### config.mk
export PLATFORM = sky130hd
export DESIGN_NAME = ntt_butterfly_pipe
export DESIGN_NICKNAME = d
export VERILOG_FILES = /design/src/rtl/ntt_pkg.sv /design/src/rtl/ntt_butterfly_pipe_barrett_reduce.sv /design/src/rtl/ntt_butterfly_pipe.sv
export SDC_FILE = /design/constraint.sdc
export NUM_CORES = 2
export LEC_CHECK = 0
export CORE_UTILIZATION = 45
export CTS_CLUSTER_DIAMETER = 200
export CTS_CLUSTER_SIZE = 40
export DETAILED_ROUTE_END_ITERATION = 7
export SLEW_MARGIN = 10
export SYNTH_ARGS = -nofsm -noshare
export SYNTH_HDL_FRONTEND = slang
export SYNTH_SLANG_ARGS = --single-unit
### constraint.sdc
create_clock -name clk_i -period 13.5 [get_ports clk_i]
set_input_delay 2.7 -clock clk_i [delete_from_list [all_inputs] [get_ports clk_i]]
set_output_delay 2.7 -clock clk_i [all_outputs]
set_load 0.05 [all_outputs]
### src/rtl/ntt_pkg.sv
// Shared types, Dilithium constants and modular add/sub helpers for the NTT butterfly.
package ntt_pkg;

   parameter int unsigned PKG_W = 23;

   typedef enum logic {
      MODE_CT = 1'b0,
      MODE_GS = 1'b1
   } mode_e;

   localparam logic [22:0] DILITHIUM_Q  = 23'd8380417;
   localparam logic [24:0] DILITHIUM_MU = 25'd8396807;

   // Inputs are assumed < q, so a single conditional correction suffices.
   function automatic logic [PKG_W-1:0] mod_add_f(input logic [PKG_W-1:0] a,
                                                  input logic [PKG_W-1:0] b,
                                                  input logic [PKG_W-1:0] q);
      logic [PKG_W:0] sum;
      sum = {1'b0, a} + {1'b0, b};
      if (sum >= {1'b0, q}) begin
         sum = sum - {1'b0, q};
      end
      return sum[PKG_W-1:0];
   endfunction

   function automatic logic [PKG_W-1:0] mod_sub_f(input logic [PKG_W-1:0] a,
                                                  input logic [PKG_W-1:0] b,
                                                  input logic [PKG_W-1:0] q);
      logic [PKG_W:0] diff;
      diff = {1'b0, a} - {1'b0, b};
      if (diff[PKG_W]) begin
         diff = diff + {1'b0, q};
      end
      return diff[PKG_W-1:0];
   endfunction

endpackage

### src/rtl/ntt_butterfly_pipe_barrett_reduce.sv
// Barrett reduction: registered coarse estimate r < 3q, then two combinational
// conditional subtractions give m < q.
module barrett_reduce
   import ntt_pkg::*;
#(
   parameter int unsigned DATA_W = 23
) (
   input  logic                  clk_i,
   input  logic                  rst_ni,
   input  logic                  en_i,
   input  logic [2*DATA_W-1:0]   p_i,
   input  logic [DATA_W-1:0]     q_i,
   input  logic [DATA_W+1:0]     mu_i,
   output logic [DATA_W-1:0]     m_o
);

   logic [DATA_W:0]     p_hi;
   logic [2*DATA_W+2:0] pm;
   logic [DATA_W+1:0]   t;
   logic [DATA_W+1:0]   tq;
   logic [DATA_W+1:0]   r_d;
   logic [DATA_W+1:0]   r_q;
   logic [DATA_W+1:0]   q_ext;
   logic [DATA_W+1:0]   m1;
   logic [DATA_W+1:0]   m2;
   logic                unused_bits;

   assign q_ext = {2'b00, q_i};
   assign p_hi  = p_i[2*DATA_W-1:DATA_W-1];
   assign pm    = {{(DATA_W+2){1'b0}}, p_hi} * {{(DATA_W+1){1'b0}}, mu_i};
   assign t     = pm[2*DATA_W+2:DATA_W+1];
   // Only the low DATA_W+2 bits matter since the true remainder is < 3q.
   assign tq    = t * q_ext;
   assign r_d   = p_i[DATA_W+1:0] - tq;

   always_ff @(posedge clk_i or negedge rst_ni) begin
      if (!rst_ni) begin
         r_q <= '0;
      end else if (en_i) begin
         r_q <= r_d;
      end
   end

   always_comb begin
      m1 = r_q;
      if (r_q >= q_ext) begin
         m1 = r_q - q_ext;
      end
      m2 = m1;
      if (m1 >= q_ext) begin
         m2 = m1 - q_ext;
      end
   end

   assign m_o         = m2[DATA_W-1:0];
   assign unused_bits = ^{pm[DATA_W:0], m2[DATA_W+1:DATA_W]};

endmodule

### src/rtl/ntt_butterfly_pipe.sv
// Four-stage CT/GS NTT butterfly with global-stall valid/ready handshake and tag passthrough.
module ntt_butterfly_pipe
   import ntt_pkg::*;
#(
   parameter int unsigned DATA_W = 23,
   parameter int unsigned TAG_W  = 8
) (
   input  logic              clk_i,
   input  logic              rst_ni,
   input  logic              flush_i,
   input  logic [DATA_W-1:0] q_i,
   input  logic [DATA_W+1:0] mu_i,
   input  logic              in_valid_i,
   output logic              in_ready_o,
   input  logic              mode_i,
   input  logic [DATA_W-1:0] a_i,
   input  logic [DATA_W-1:0] b_i,
   input  logic [DATA_W-1:0] twiddle_i,
   input  logic [TAG_W-1:0]  tag_i,
   output logic              out_valid_o,
   input  logic              out_ready_i,
   output logic [DATA_W-1:0] a_prime_o,
   output logic [DATA_W-1:0] b_prime_o,
   output logic [TAG_W-1:0]  tag_o,
   output logic              busy_o
);

   logic v1_q, v2_q, v3_q, v4_q;
   logic adv;
   logic accept;

   logic [DATA_W-1:0]   s1_d, d1_d;
   logic [DATA_W-1:0]   s1_q, d1_q, w1_q;
   mode_e               mode1_q, mode2_q, mode3_q;
   logic [TAG_W-1:0]    tag1_q, tag2_q, tag3_q;
   logic [2*DATA_W-1:0] p2_d, p2_q;
   logic [DATA_W-1:0]   s2_q, s3_q;
   logic [DATA_W-1:0]   m;
   logic [DATA_W-1:0]   a_prime_d, b_prime_d;

   assign adv         = ~v4_q | out_ready_i;
   assign in_ready_o  = adv;
   assign accept      = in_valid_i & adv;
   assign out_valid_o = v4_q;
   assign busy_o      = v1_q | v2_q | v3_q | v4_q;

   always_ff @(posedge clk_i or negedge rst_ni) begin
      if (!rst_ni) begin
         v1_q <= 1'b0;
         v2_q <= 1'b0;
         v3_q <= 1'b0;
         v4_q <= 1'b0;
      end else if (flush_i) begin
         v1_q <= 1'b0;
         v2_q <= 1'b0;
         v3_q <= 1'b0;
         v4_q <= 1'b0;
      end else if (adv) begin
         v1_q <= accept;
         v2_q <= v1_q;
         v3_q <= v2_q;
         v4_q <= v3_q;
      end
   end

   always_comb begin
      s1_d = a_i;
      d1_d = b_i;
      if (mode_e'(mode_i) == MODE_GS) begin
         s1_d = mod_add_f(a_i, b_i, q_i);
         d1_d = mod_sub_f(a_i, b_i, q_i);
      end
   end

   assign p2_d = {{DATA_W{1'b0}}, d1_q} * {{DATA_W{1'b0}}, w1_q};

   // Stage data needs no valid qualification: bubbles carry don't-care payloads.
   always_ff @(posedge clk_i or negedge rst_ni) begin
      if (!rst_ni) begin
         s1_q    <= '0;
         d1_q    <= '0;
         w1_q    <= '0;
         mode1_q <= MODE_CT;
         tag1_q  <= '0;
         p2_q    <= '0;
         s2_q    <= '0;
         mode2_q <= MODE_CT;
         tag2_q  <= '0;
         s3_q    <= '0;
         mode3_q <= MODE_CT;
         tag3_q  <= '0;
      end else if (adv) begin
         s1_q    <= s1_d;
         d1_q    <= d1_d;
         w1_q    <= twiddle_i;
         mode1_q <= mode_e'(mode_i);
         tag1_q  <= tag_i;
         p2_q    <= p2_d;
         s2_q    <= s1_q;
         mode2_q <= mode1_q;
         tag2_q  <= tag1_q;
         s3_q    <= s2_q;
         mode3_q <= mode2_q;
         tag3_q  <= tag2_q;
      end
   end

   barrett_reduce #(
      .DATA_W (DATA_W)
   ) u_barrett (
      .clk_i  (clk_i),
      .rst_ni (rst_ni),
      .en_i   (adv),
      .p_i    (p2_q),
      .q_i    (q_i),
      .mu_i   (mu_i),
      .m_o    (m)
   );

   always_comb begin
      a_prime_d = s3_q;
      b_prime_d = m;
      if (mode3_q == MODE_CT) begin
         a_prime_d = mod_add_f(s3_q, m, q_i);
         b_prime_d = mod_sub_f(s3_q, m, q_i);
      end
   end

   // Output data only updates on a real result so it holds while out_valid_o = 0.
   always_ff @(posedge clk_i or negedge rst_ni) begin
      if (!rst_ni) begin
         a_prime_o <= '0;
         b_prime_o <= '0;
         tag_o     <= '0;
      end else if (adv && v3_q && !flush_i) begin
         a_prime_o <= a_prime_d;
         b_prime_o <= b_prime_d;
         tag_o     <= tag3_q;
      end
   end

endmodule

==> impl_metrics.tcl <==
set metrics [dict create \
    status "complete, but fails checks" \
    violations "setup timing" \
    placed_cell_area_sq_um 78100 \
    clock-sinks 271 \
    critPathLaunchType "input port" \
    synthDominantCellAreaShare_pct 35.6 \
    cts_root_buf "clkbuf_16" \
    ys_seq_elements 271 \
    synth_edf_count 0 \
    gr-total-overflow 0 \
    syn_area_sq_um 68300 \
    clkTransAtPathRegs_ns 0.18 \
    place_worst_setup_slack_ns -2.84 \
    critPathKind "input port to flip-flop" \
    met1_length_um 92900 \
    clk_latency_ns 0.58 \
    synth_xor_area_share_pct 4.00 \
    hold_viol 0 \
    synth_top_family_by_area "adder cells" \
    synth-async-reset-ratio_pct 100 \
    crit_arrival_ns 15.74 \
    numCtsBuffers 11 \
    slowest_stage "fa_1" \
    topRoutingLayerUsed "met5" \
    nNetsFinal 10823 \
    synth_warnings 0 \
    place_inst 10661 \
    start_util_pct 45.5 \
    endpoint_kind "flip-flop" \
    final-setup-viol-count 13 \
    reg2reg_from "p2_q[32]" \
    cts_tree "built" \
    tightest_slew_ns 1.22 \
    setup_ws_ns -1.79 \
    io_buffers 187 \
    hpwl_um 173000 \
    yosysTopAreaCell "fa_1" \
    synth-compound-area-share_pct 8.99 \
    wl_met2_um 101000 \
    wl_um 218000 \
    grt_pass1_vias 59529 \
    avgRoutedWirePerCell_um 20.1 \
    die_area_sq_um 153000 \
    drt_first_pass_iters 5 \
    initialDrtViolationCount 3340 \
    finalCritPeriodShare_pct 113 \
    hold_class "flip-flop to flip-flop" \
    synth_nets 10023 \
    r2r_slack_ns -0.10 \
    synthFlopType "dfrtp_1" \
    max_freq_ghz 0.0654 \
    synth.area.mux_share_pct 1.11 \
    cap_violations 0 \
    regToRegEndpoint "u_barrett.r_q[24]" \
    drv_slew 0 \
    avgSynthCellArea_sq_um 8.53 \
    wl_met3_um 14600 \
    fin_skew_ns 0.0440 \
    rsz0062_at_grt "true" \
    cp_common_cell "fa_1" \
    cp_max_fo 6 \
    ios 188 \
    crit_path_start "mu_i[10]" \
    rows 142 \
    globalRouteTotalUtil_pct 28.8 \
    cp_top_family "adder cells" \
    crit_buf_inv 17 \
    viasPerCell 5.22 \
    ant_nets 0 \
    clockBufferDepth 3 \
    die_w_um 392 \
    drive_gt1_share_pct 15.5 \
    synth.distinct_cells 76 \
    antenna_found_initial 10 \
    maxSlewHeadroom_pct 18.4 \
    finalCriticalPeriod_ns 15.29 \
    cts_hold_buf 0 \
    synth_common_cells "1586 x inv_1, 1287 x nand2_1, 1214 x fa_1, 703 x and2_1, 664 x ha_1" \
    die_height_um 392 \
    syn_inst 8014 \
    yosysMostFrequentCell "inv_1" \
    path_depth 55 \
    grt_max_degree 229 \
    min_from "s2_q[6]" \
    r2r_cells 49 \
    required_ns 13.95 \
    synthTopCellsByArea "fa_1 36%, ha_1 12%, dfrtp_1 9.9%, inv_1 8.7%, nand2_1 7.1%" \
    timing.hold.ws_ns 0.463 \
    setup.worst_path.end "u_barrett.r_q[24]" \
    synthAdderAreaFrac_pct 47.7 \
    gp_congestion 0.947 \
    yosys.area_share.simple_pct 17.6 \
    drc 0 \
    diodes 0 \
    final_cells 10833 \
    ys_seq_area_share_pct 9.92 \
    vias 56551 \
    slowest_delay_ns 0.58 \
    final_area_sq_um 81400 \
    core_area_sq_um 150000 \
    htreeDepth 1 \
    syn_to_final_growth_pct 19.1 \
    grt_pass1_wl_um 341000 \
]
-- worst reg2reg max path: cells and delay by family (launching register included) --
family          cells  cell delay, ns
compound gates     13            2.37
simple gates        4            0.46
fa+ha+maj          16            7.67
flops               1            0.66
buf+inv            11            1.23
xor+xnor            5            1.11
-- what timing repair did --
item | 4_1_cts | 5_1_grt
setup buffers | 115 | 45
pin swaps | 192 | 141
endpoints found under the setup margin | 58 | 42
resized for setup | 410 | 146
cloned | 9 | 2
-- worst min-delay path by stage --
stage | slack, ns | cells past startpoint | to
4_1_cts | 0.49 | 2 | s3_q[6]
5_1_grt | 0.50 | 2 | tag2_q[2]
6_report | 0.46 | 2 | s3_q[6]
2_1_floorplan | 0.44 | 2 | mode2_q
3_3_place_gp | 0.45 | 2 | tag1_q[6]
3_5_place_dp | 0.45 | 2 | tag_o[3]
-- registers in the layout (all words and copies together) (netlist names), 8 cells and up --
signal         count
d1_q              23
w1_q              23
a_prime_o         23
tag_o              8
p2_q              46
b_prime_o         23
tag1_q             8
s1_q              23
s3_q              23
u_barrett.r_q     25
tag3_q             8
s2_q              23
tag2_q             8
-- cells by family after synthesis --
family | count (synthesis)
buffers and inverters | 1946
flip-flops | 271
AO/OA/AOI/OAI | 1001
AND/OR/NAND/NOR | 2543
adder cells (fa/ha/maj) | 1878
multiplexers | 71
XOR/XNOR | 304
-- cell usage in the layout (no fill, tap or decap), types with 55 or more instances in the layout --
cell type	count
a21o_1	66
a21oi_1	292
and2_1	648
and2_4	55
buf_4	829
buf_6	79
clkdlybuf4s50_1	153
dfrtp_1	271
fa_1	1171
ha_1	642
inv_1	1538
nand2_1	1275
nand3_1	58
nor2_1	231
o21ai_0	237
o21bai_1	64
xnor2_1	198
xor2_1	76
-- per-stage QoR --
step                util [%]  TNS [ns]
finish                  54.1    -12.49
global route            54.1    -18.10
CTS                     53.6     -8.63
detailed placement      52.0   -102.02
global placement        52.0    -94.99
floorplan                  -     -2.18
-- per-layer routing --
layer / up-vias / GRT usage [%]
met2: 1791 / 47.3
met5: - / 0
met4: 6 / 10.0
met3: 307 / 3.99
met1: 28361 / 38.8
li1: 26086 / -
-- cell type report --
| cell class | count | area [sq um] |
|---|---|---|
| Fill cell | 13989 | 68900 |
| Clock inverter | 5 | 82.6 |
| Clock buffer | 11 | 275 |
| Sequential cell | 271 | 6780 |
| Timing Repair Buffer | 1147 | 10100 |
| Inverter | 1586 | 5960 |
| Multi-Input combinational cell | 5797 | 55600 |
| Tap cell | 2016 | 2520 |
Power is left out: the tool's default activity adds up to more than one toggle a clock period on the data nets, which glitch-free logic cannot reach.
